**config.mk**
```make
export PLATFORM = sky130hd
export DESIGN_NAME = link_list_engine
export DESIGN_NICKNAME = d
export VERILOG_FILES = /design/src/rtl/link_list_engine.sv
export SDC_FILE = /design/constraint.sdc
export NUM_CORES = 1
export LEC_CHECK = 0
export CAP_MARGIN = 40
export CORE_MARGIN = 2
export CORE_UTILIZATION = 35
export CTS_CLUSTER_SIZE = 25
export DETAILED_ROUTE_END_ITERATION = 10
export PLACE_DENSITY = 0.62
export SLEW_MARGIN = 20
export SYNTH_ARGS = -nofsm -noshare
export SYNTH_HDL_FRONTEND = slang
export SYNTH_SLANG_ARGS = --single-unit
```
**constraint.sdc**
```tcl
create_clock -name clk -period 4.9 [get_ports clk]
set_input_delay 1.47 -clock clk [delete_from_list [all_inputs] [get_ports clk]]
set_output_delay 1.47 -clock clk [all_outputs]
set_load 0.005 [all_outputs]
```
**src/rtl/link_list_engine.sv**
```systemverilog
// Linked-list engine over an external RAM: 2**TABLE_WIDTH list heads plus a node pool
// threaded onto a free list. Executes INSERT/DELETE/CHANGE/READ at a 0-based list position.
module link_list_engine #(
    parameter int ADDR_WIDTH  = 16,
    parameter int DATA_WIDTH  = 16,
    parameter int TABLE_WIDTH = 4,
    parameter int NODE_COUNT  = 64
) (
    input  logic                   clk,
    input  logic                   rst_n,
    input  logic                   order_valid,
    output logic                   order_busy,
    input  logic [1:0]             order_type,
    input  logic [TABLE_WIDTH-1:0] order_table,
    input  logic [ADDR_WIDTH-1:0]  order_node,
    input  logic [DATA_WIDTH-1:0]  order_data,
    output logic                   dout_valid,
    input  logic                   dout_busy,
    output logic [DATA_WIDTH-1:0]  dout_data,
    output logic [1:0]             dout_status,
    output logic [ADDR_WIDTH-1:0]  ram_addr,
    input  logic [DATA_WIDTH-1:0]  ram_read_data,
    output logic                   ram_write_req,
    output logic [DATA_WIDTH-1:0]  ram_write_data,
    output logic                   init_done,
    output logic [ADDR_WIDTH-1:0]  free_count,
    output logic [2:0]             dbg_state
);

    localparam logic [ADDR_WIDTH-1:0] BASE_A     = ADDR_WIDTH'(1 << TABLE_WIDTH);
    localparam logic [ADDR_WIDTH-1:0] NODES_A    = ADDR_WIDTH'(NODE_COUNT);
    localparam logic [ADDR_WIDTH-1:0] INIT_END_A = ADDR_WIDTH'((1 << TABLE_WIDTH) + NODE_COUNT);
    localparam logic [ADDR_WIDTH-1:0] ONE_A      = ADDR_WIDTH'(1);

    localparam logic [1:0] OP_INSERT = 2'b00;
    localparam logic [1:0] OP_DELETE = 2'b01;
    localparam logic [1:0] OP_CHANGE = 2'b10;
    localparam logic [1:0] OP_READ   = 2'b11;

    localparam logic [1:0] ST_OK        = 2'b00;
    localparam logic [1:0] ST_FULL      = 2'b01;
    localparam logic [1:0] ST_NOT_FOUND = 2'b10;

    typedef enum logic [2:0] {
        S_INIT = 3'd0,
        S_IDLE = 3'd1,
        S_WALK = 3'd2,
        S_EXEC = 3'd3,
        S_RESP = 3'd4
    } state_t;

    state_t                  state, state_nxt;
    logic [2:0]              phase, phase_nxt;
    logic [ADDR_WIDTH-1:0]   init_cnt;
    logic [ADDR_WIDTH-1:0]   init_next_ptr;
    logic [ADDR_WIDTH-1:0]   free_head;
    logic [1:0]              op_type;
    logic [ADDR_WIDTH-1:0]   op_node;
    logic [DATA_WIDTH-1:0]   op_data;
    logic [ADDR_WIDTH-1:0]   slot;
    logic [ADDR_WIDTH-1:0]   slot_val;
    logic [ADDR_WIDTH-1:0]   tgt;
    logic [DATA_WIDTH-1:0]   rdat;
    logic [ADDR_WIDTH-1:0]   step_cnt;
    logic [ADDR_WIDTH-1:0]   rd_ptr;
    logic                    accept;
    logic                    full_reject;
    logic                    walk_sample;
    logic                    walk_final;
    logic                    walk_miss;
    logic                    exec_done;

    // Handshake: a command moves on the clk edge where order_valid && !order_busy;
    // a response moves on the edge where dout_valid && !dout_busy.
    assign order_busy = (state != S_IDLE);
    assign dout_valid = (state == S_RESP);
    assign dbg_state  = state;

    assign rd_ptr      = ram_read_data[ADDR_WIDTH-1:0];
    assign accept      = (state == S_IDLE) && order_valid;
    assign full_reject = accept && (order_type == OP_INSERT) && (free_count == '0);
    assign walk_sample = (state == S_WALK) && phase[0];
    assign walk_final  = (step_cnt == op_node);
    assign walk_miss   = walk_sample &&
                         (walk_final ? ((op_type != OP_INSERT) && (rd_ptr == '0))
                                     : ((rd_ptr == '0) || (step_cnt >= NODES_A)));
    assign exec_done   = (state == S_EXEC) &&
                         ((phase == 3'd4) ||
                          ((phase == 3'd2) && ((op_type == OP_CHANGE) || (op_type == OP_READ))));

    // Next-pointer word of pool node (init_cnt - BASE): address 2*init_cnt - BASE + 1
    assign init_next_ptr = {init_cnt[ADDR_WIDTH-2:0], 1'b0} - BASE_A + ONE_A;

    always_comb begin
        state_nxt = state;
        case (state)
            S_INIT: if (init_cnt == INIT_END_A) state_nxt = S_IDLE;
            S_IDLE: if (accept) state_nxt = full_reject ? S_RESP : S_WALK;
            S_WALK: begin
                if (walk_miss)                      state_nxt = S_RESP;
                else if (walk_sample && walk_final) state_nxt = S_EXEC;
            end
            S_EXEC: if (exec_done) state_nxt = S_RESP;
            S_RESP: if (!dout_busy) state_nxt = S_IDLE;
            default: state_nxt = S_INIT;
        endcase
    end

    always_comb begin
        phase_nxt = 3'd0;
        if (state_nxt == state) begin
            if (state == S_WALK)      phase_nxt = {2'b00, ~phase[0]};
            else if (state == S_EXEC) phase_nxt = phase + 3'd1;
        end
    end

    always_ff @(posedge clk or negedge rst_n) begin
        if (!rst_n) begin
            state <= S_INIT;
            phase <= 3'd0;
        end else begin
            state <= state_nxt;
            phase <= phase_nxt;
        end
    end

    always_ff @(posedge clk or negedge rst_n) begin
        if (!rst_n) begin
            init_cnt       <= '0;
            init_done      <= 1'b0;
            free_head      <= '0;
            free_count     <= '0;
            op_type        <= OP_INSERT;
            op_node        <= '0;
            op_data        <= '0;
            slot           <= '0;
            slot_val       <= '0;
            tgt            <= '0;
            rdat           <= '0;
            step_cnt       <= '0;
            dout_data      <= '0;
            dout_status    <= ST_OK;
            ram_addr       <= '0;
            ram_write_req  <= 1'b0;
            ram_write_data <= '0;
        end else begin
            case (state)
                S_INIT: begin
                    if (init_cnt < BASE_A) begin
                        ram_write_req  <= 1'b1;
                        ram_addr       <= init_cnt;
                        ram_write_data <= '0;
                        init_cnt       <= init_cnt + ONE_A;
                    end else if (init_cnt < INIT_END_A) begin
                        ram_write_req  <= 1'b1;
                        ram_addr       <= init_next_ptr;
                        ram_write_data <= (init_cnt == INIT_END_A - ONE_A) ? '0
                                          : DATA_WIDTH'(init_next_ptr + ONE_A);
                        init_cnt       <= init_cnt + ONE_A;
                    end else begin
                        ram_write_req <= 1'b0;
                        ram_addr      <= '0;
                        init_done     <= 1'b1;
                        free_head     <= BASE_A;
                        free_count    <= NODES_A;
                    end
                end
                S_IDLE: begin
                    ram_write_req <= 1'b0;
                    if (accept) begin
                        op_type  <= order_type;
                        op_node  <= order_node;
                        op_data  <= order_data;
                        slot     <= ADDR_WIDTH'(order_table);
                        step_cnt <= '0;
                        ram_addr <= ADDR_WIDTH'(order_table);
                        if (full_reject) begin
                            dout_status <= ST_FULL;
                            dout_data   <= '0;
                        end
                    end
                end
                S_WALK: begin
                    if (walk_miss) begin
                        dout_status <= ST_NOT_FOUND;
                        dout_data   <= '0;
                    end else if (walk_sample && walk_final) begin
                        slot_val <= rd_ptr;
                        tgt      <= rd_ptr;
                        ram_addr <= (op_type == OP_INSERT) ? free_head + ONE_A : rd_ptr;
                    end else if (walk_sample) begin
                        slot     <= rd_ptr + ONE_A;
                        ram_addr <= rd_ptr + ONE_A;
                        step_cnt <= step_cnt + ONE_A;
                    end
                end
                S_EXEC: begin
                    // Reads (free_head.next or target data/next) complete before any write
                    case (phase)
                        3'd0: begin
                            if (op_type == OP_DELETE) ram_addr <= tgt + ONE_A;
                        end
                        3'd1: begin
                            rdat <= ram_read_data;
                            if (op_type == OP_INSERT) begin
                                ram_write_req  <= 1'b1;
                                ram_addr       <= free_head;
                                ram_write_data <= op_data;
                            end else if (op_type == OP_CHANGE) begin
                                ram_write_req  <= 1'b1;
                                ram_addr       <= tgt;
                                ram_write_data <= op_data;
                            end
                        end
                        3'd2: begin
                            if (op_type == OP_INSERT) begin
                                ram_write_req  <= 1'b1;
                                ram_addr       <= free_head + ONE_A;
                                ram_write_data <= DATA_WIDTH'(slot_val);
                            end else if (op_type == OP_DELETE) begin
                                ram_write_req  <= 1'b1;
                                ram_addr       <= slot;
                                ram_write_data <= ram_read_data;
                            end else begin
                                ram_write_req <= 1'b0;
                                dout_status   <= ST_OK;
                                dout_data     <= rdat;
                            end
                        end
                        3'd3: begin
                            ram_write_req <= 1'b1;
                            if (op_type == OP_INSERT) begin
                                ram_addr       <= slot;
                                ram_write_data <= DATA_WIDTH'(free_head);
                            end else begin
                                ram_addr       <= tgt + ONE_A;
                                ram_write_data <= DATA_WIDTH'(free_head);
                            end
                        end
                        default: begin
                            ram_write_req <= 1'b0;
                            dout_status   <= ST_OK;
                            if (op_type == OP_INSERT) begin
                                free_head  <= rdat[ADDR_WIDTH-1:0];
                                free_count <= free_count - ONE_A;
                                dout_data  <= DATA_WIDTH'(free_head);
                            end else begin
                                free_head  <= tgt;
                                free_count <= free_count + ONE_A;
                                dout_data  <= rdat;
                            end
                        end
                    endcase
                end
                S_RESP: begin
                    ram_write_req <= 1'b0;
                end
                default: begin
                    ram_write_req <= 1'b0;
                end
            endcase
        end
    end

endmodule

```
== After elaboration in Yosys (flattened, before gate mapping) ==
Cells that the tools add are included.
Cells by class
  add/sub/neg operators: 11
  multipliers: 0
  div/mod/pow operators: 0
  order comparisons: 3
  equality and inequality tests: 36
  shifts and indexed selects: 0
  muxes and demuxes: 79
  bitwise operators: 5
  reduce and logical (&&, ||, !) cells: 37
Operators with widths (count)
  16-bit 2-to-1 mux: 42
  16-bit one-hot mux with 2 select lines: 6
  16-bit by 1-bit adder with 16-bit output, second input constant: 8
  16-bit one-hot mux with 4 select lines: 2
  16-bit one-hot mux with 3 select lines: 2
  16-bit by 7-bit equality test with 1-bit output, second input constant: 2
  16-bit logical NOT: 2
  3-bit 2-to-1 mux: 10
  2-bit inequality test, second input constant: 11
  16-bit equality test: 1
  16-bit by 7-bit greater-or-equal comparator with 1-bit output, second input constant: 1
  16-bit by 5-bit less-than comparator with 1-bit output, second input constant: 1
  16-bit by 7-bit less-than comparator with 1-bit output, second input constant: 1
  16-bit by 1-bit subtractor with 16-bit output, second input constant: 1
  16-bit by 5-bit subtractor with 16-bit output, second input constant: 1
  3-bit inequality test, second input constant: 5
  3-bit one-hot mux with 5 select lines: 1
  3-bit by 2-bit equality test with 1-bit output, second input constant: 4
  2-bit 2-to-1 mux: 5
  5-bit AND reduction: 2
  1-bit logical AND: 9
  3-bit AND reduction: 3
  8-bit AND reduction: 1
  2-bit nonzero test: 4
  other kinds (27): 46
Storage, ports and cells
  register bits after elaboration: 204
  bits in latches: 0
  memory bits (writable): 0
  ROM bits: 0
  input port bits: 58
  output and inout bits: 73
  logic and storage cells: 189
  memories: 0

== Longest topological paths before layout ==
  depth in word-level cells: 9
  depth in mapped cells: 15
  depth with buffers taken out: 11

== Worst setup path after synthesis ==
Ideal clock, no wire load.
  path type: register to register
  from: register op_type[1]
  to: register free_count[12]
  setup time: 0.122 ns
  arrival time: 3.440 ns
  required time: 4.778 ns
  slack: 1.338 ns
  cell stages (with the launch flop): 14
  buffers on the path: 4
  period minus slack after synthesis: 3.562 ns
  cells stage by stage: dfrtp_1 -> or2_2 -> clkbuf_1 -> inv_2 -> clkbuf_1 -> buf_1 -> buf_2 -> ha_1 -> or2_2 -> a21oi_1 -> a211o_1 -> a31oi_1 -> or2_2 -> a32o_1
Between the ends
  longest elaborated chain between the ends: 4
RTL lines
  start: declaration: RTL line 57  | logic [1:0] op_type;
  start signal: assignment: RTL line 171  | op_type <= order_type;
  2-bit logical NOT: RTL line 243  | if (op_type == OP_INSERT) begin
  16-bit 2-to-1 mux: RTL line 243
  16-bit 2-to-1 mux: RTL line 199  | case (phase)
  16-bit one-hot mux with 2 select lines: RTL line 147  | case (state)
  end signal: assignment: RTL line 245  | free_count <= free_count - ONE_A;
  end signal: assignment: RTL line 249  | free_count <= free_count + ONE_A;
  end: declaration: RTL line 26  | output logic [ADDR_WIDTH-1:0] free_count,
No other way between the ends. The select of a mux whose other input is x is not followed.
A chain may end at the register's enable or synchronous reset.

== Worst setup path after layout ==
  from: register state[0] (netlist: dbg_state[0])
  to: output order_busy
Between the ends
  longest elaborated chain between the ends: 1
RTL lines
  start: declaration: RTL line 52  | state_t state, state_nxt;
  start signal: assignment: RTL line 122  | state <= state_nxt;
  3-bit by 1-bit inequality test with 1-bit output: RTL line 75  | assign order_busy = (state != S_IDLE);
  end: declaration: RTL line 12  | output logic order_busy,
No other way between the ends.

==> key figures <==
Placed design
  • Placement Cell Area: 14200 µm²
  • Placed Cells: 1980
  • Number of I/O port buffers: 130
  • Post-DP HPWL: 32100 µm
  • Routability cong.: 0.960
  • Pre-CTS WS: 565 ps

Clock tree
  • Total CTS buffers: 26
  • Max clock buf depth: 3
  • CTS H-tree lvls: 1
  • CTS tree: built
  • Clock root buffer: clkbuf_16
  • Post-CTS setup buffers: 0
  • Clk sink count: 204
  • Post-cts hold buffer count: 0
  • PostCTS Resize Cnt: 0
  • Worst skew pair latency: 540 ps
  • Clk slew on worst S/H paths: 60 ps

Global routing
  • Remaining Overflow, GRT: 0
  • Vias in the first global route: 11478
  • GRT Total Usage: 24.5%
  • Initial antenna violation count: 2
  • First-pass GRT wire length: 68900 µm
  • Largest net degree at the start of global routing: 87

Power and ir drop
  • Pleak: 6.64 nW
  • Sw power: 3.64 mW
  • Peak VDD IR: 305 µV
  • Comb pwr share: 41.3%
  • Sw Share: 41.8%
  • Int Pwr: 5.08 mW
  • Clock Power Share: 26.0%
  • Reg power frac: 32.7%
  • P per Cell Area: 573 nW/µm²
  • Overall power: 8.72 mW

Logic synthesis
  • Mapped Area: 12400 µm²
  • Synth cell types: 75
  • Most frequent cell after synthesis: nand2_1
  • Async set-reset flop share out of synthesis: 100%
  • Sequential fraction of the synthesis area: 41.2%
  • Synth top area share: 41.2%
  • Top cells by area, synth: dfrtp_1, nand2_1, a21oi_1
  • Synth cell count leaders: nand2_1, dfrtp_1, a21oi_1
  • Cell taking the most area after synthesis: dfrtp_1
  • Synth Flop Type: dfrtp_1
  • Gate Count Post-Synth: 1461
  • YS warnings: 0
  • Synthesized net count: 1550
  • Synth Area per Inst: 8.48 µm²
  • Seq cells post-synth: 204
  • Number of synthesized flops with an enable pin: 0

Die
  • Die area: 36900 µm²
  • Core Area: 34700 µm²
  • # IOs: 131
  • Chip height: 192 µm
  • Rows: 68
  • Initial Util: 35.7%
  • Die width: 192 µm

Job
  • Number of max-cap violations: 0

Final layout
  • Final Instance Area: 15200 µm²
  • Final non-filler cell total: 2029
  • Final core occ: 43.8%
  • Synth-to-layout area growth: 22.7%
  • Ant. Diodes: 0
  • Layout cells sized above 1: 10.9%
  • Fin nets: 1643

Worst setup path
  • WS Path Type: flop to output port
  • CP Launch Type: flop
  • CP required: 3430 ps
  • CP Data Arrival Time: 2430 ps
  • Crit. End Element: output port
  • CP Max Fanout: 17

Route
  • Vias/cell: 5.77
  • DRT antenna net count: 0
  • DR vias: 11706
  • Drt wl/cell: 22.4 µm
  • Final wirelength: 45400 µm
  • Initial DRC count: 1402
  • # DRC: 0
  • 1st-pass router iterations: 7

STA
  • Setup TNS: 0 ps
  • Fin crit share: 79.7%
  • Slew @ Worst Pin: 863 ps
  • Final Max Slew Viols: 0
  • Final-report hold violation count: 0
  • Skew final: 10.9 ps
  • Worst Slack Setup Final: 997 ps
  • Unrepaired setup endpoints after global routing: no
  • Max Freq: 256 MHz
  • Clock period minus worst slack: 3900 ps
  • Slew margin rel.: 42.1%
  • Fin Hold WS: 368 ps
  • Final setup vio count: 0

Status
  • Outcome: complete, no violations

Min path
  • HP Class: flop to flop
==> cell families (layout without fill, tap and decap cells) <==
| family | Yosys count | after routing | share of synthesized area, % |
|---|---|---|---|
| XOR/XNOR | 86 | 86 | 6.08 |
| adder cells (fa/ha/maj) | 31 | 31 | 3.19 |
| AND/OR/NAND/NOR | 568 | 568 | 20.8 |
| multiplexers | 59 | 59 | 5.29 |
| AO/OA/AOI/OAI | 370 | 370 | 18.7 |
| buffers and inverters | 143 | 256 | 4.74 |
| flip-flops | 204 | 204 | 41.2 |
==> cells in the final DEF, fill, tap and decap left out, types with 8 or more instances in the layout <==
| master | count |
|---|---|
| nand3_1 | 34 |
| and3_1 | 12 |
| nor3_1 | 24 |
| xnor2_1 | 41 |
| buf_4 | 40 |
| ha_1 | 30 |
| a21o_1 | 9 |
| a31oi_1 | 16 |
| inv_1 | 31 |
| dfrtp_1 | 204 |
| nor4_1 | 19 |
| a221oi_1 | 24 |
| o31ai_1 | 16 |
| a21oi_1 | 121 |
| or2_2 | 11 |
| o21ai_0 | 89 |
| or3_1 | 8 |
| and2_1 | 8 |
| clkbuf_16 | 27 |
| nand2_1 | 309 |
| nor2_1 | 85 |
| o211ai_1 | 13 |
| xor2_1 | 45 |
| nand2b_1 | 11 |
| clkdlybuf4s50_1 | 129 |
| and4_1 | 11 |
| mux2_2 | 52 |
| nand4_1 | 8 |
==> power groups by stage <==
stage          Combinational, mW  Sequential (mW)  Clock [mW]
2_1_floorplan               2.51             2.48           0
3_3_place_gp                3.45             2.84           0
3_5_place_dp                3.50             2.84           0
4_1_cts                     3.53             2.82        2.30
5_1_grt                     3.92             2.89        2.36
6_report                    3.60             2.85        2.26
==> worst paths after layout <==
check                                      endpoint  slack (ps)                     start  cells after the start
max                                      order_busy        1000    dbg_state[0]$_DFF_PN0_                      4
min                        init_cnt[14]$_DFFE_PN0P_         370  init_cnt[14]$_DFFE_PN0P_                      0
max reg2reg                 ram_addr[5]$_DFFE_PN0P_        1530        phase[0]$_DFF_PN0_                     11
min reg2reg                init_cnt[14]$_DFFE_PN0P_         370  init_cnt[14]$_DFFE_PN0P_                      0
max in group asynchronous   init_cnt[5]$_DFFE_PN0P_        3060                     rst_n                      2
min in group asynchronous   op_node[11]$_DFFE_PN0P_         900                     rst_n                      1
==> state kept, by name (all words and copies together) (netlist names) <==
register	flops
op_node	16
ram_write_req	1
init_cnt	16
free_head	16
ram_write_data	16
dbg_state	3
dout_status	2
dout_data	16
step_cnt	16
op_type	2
rdat	16
init_done	1
free_count	16
op_data	16
tgt	16
slot	16
phase	3
ram_addr	16
==> area by class of cell <==
| class | instances | area (µm²) |
|---|---|---|
| well taps | 455 | 569 |
| clock inverters | 15 | 273 |
| clock buffers | 33 | 748 |
| flip-flops and latches | 204 | 5100 |
| inverters | 32 | 120 |
| repair buffers | 176 | 1680 |
| fillers | 3435 | 19500 |
| multi-input cells | 1114 | 6710 |
==> worst max-delay path: stages, from the launching register on <==
cell             delay, ps
dfrtp_1                740
nand2b_1               130
nor2_1                 310
inv_1                  210
clkdlybuf4s50_1        490
==> per-layer routing <==
metal  wire length (µm)  part of all wire, %  track usage [%]  vias up
met5                 23                0.051                0        -
met4               2220                  4.9             10.9        4
met1              19200                   42             32.9     5621
met3               4290                  9.5             5.99      135
met2              19700                   43             37.1      622
li1                   -                    -                -     5324
Note: power is estimated with default switching activity, not from simulation.
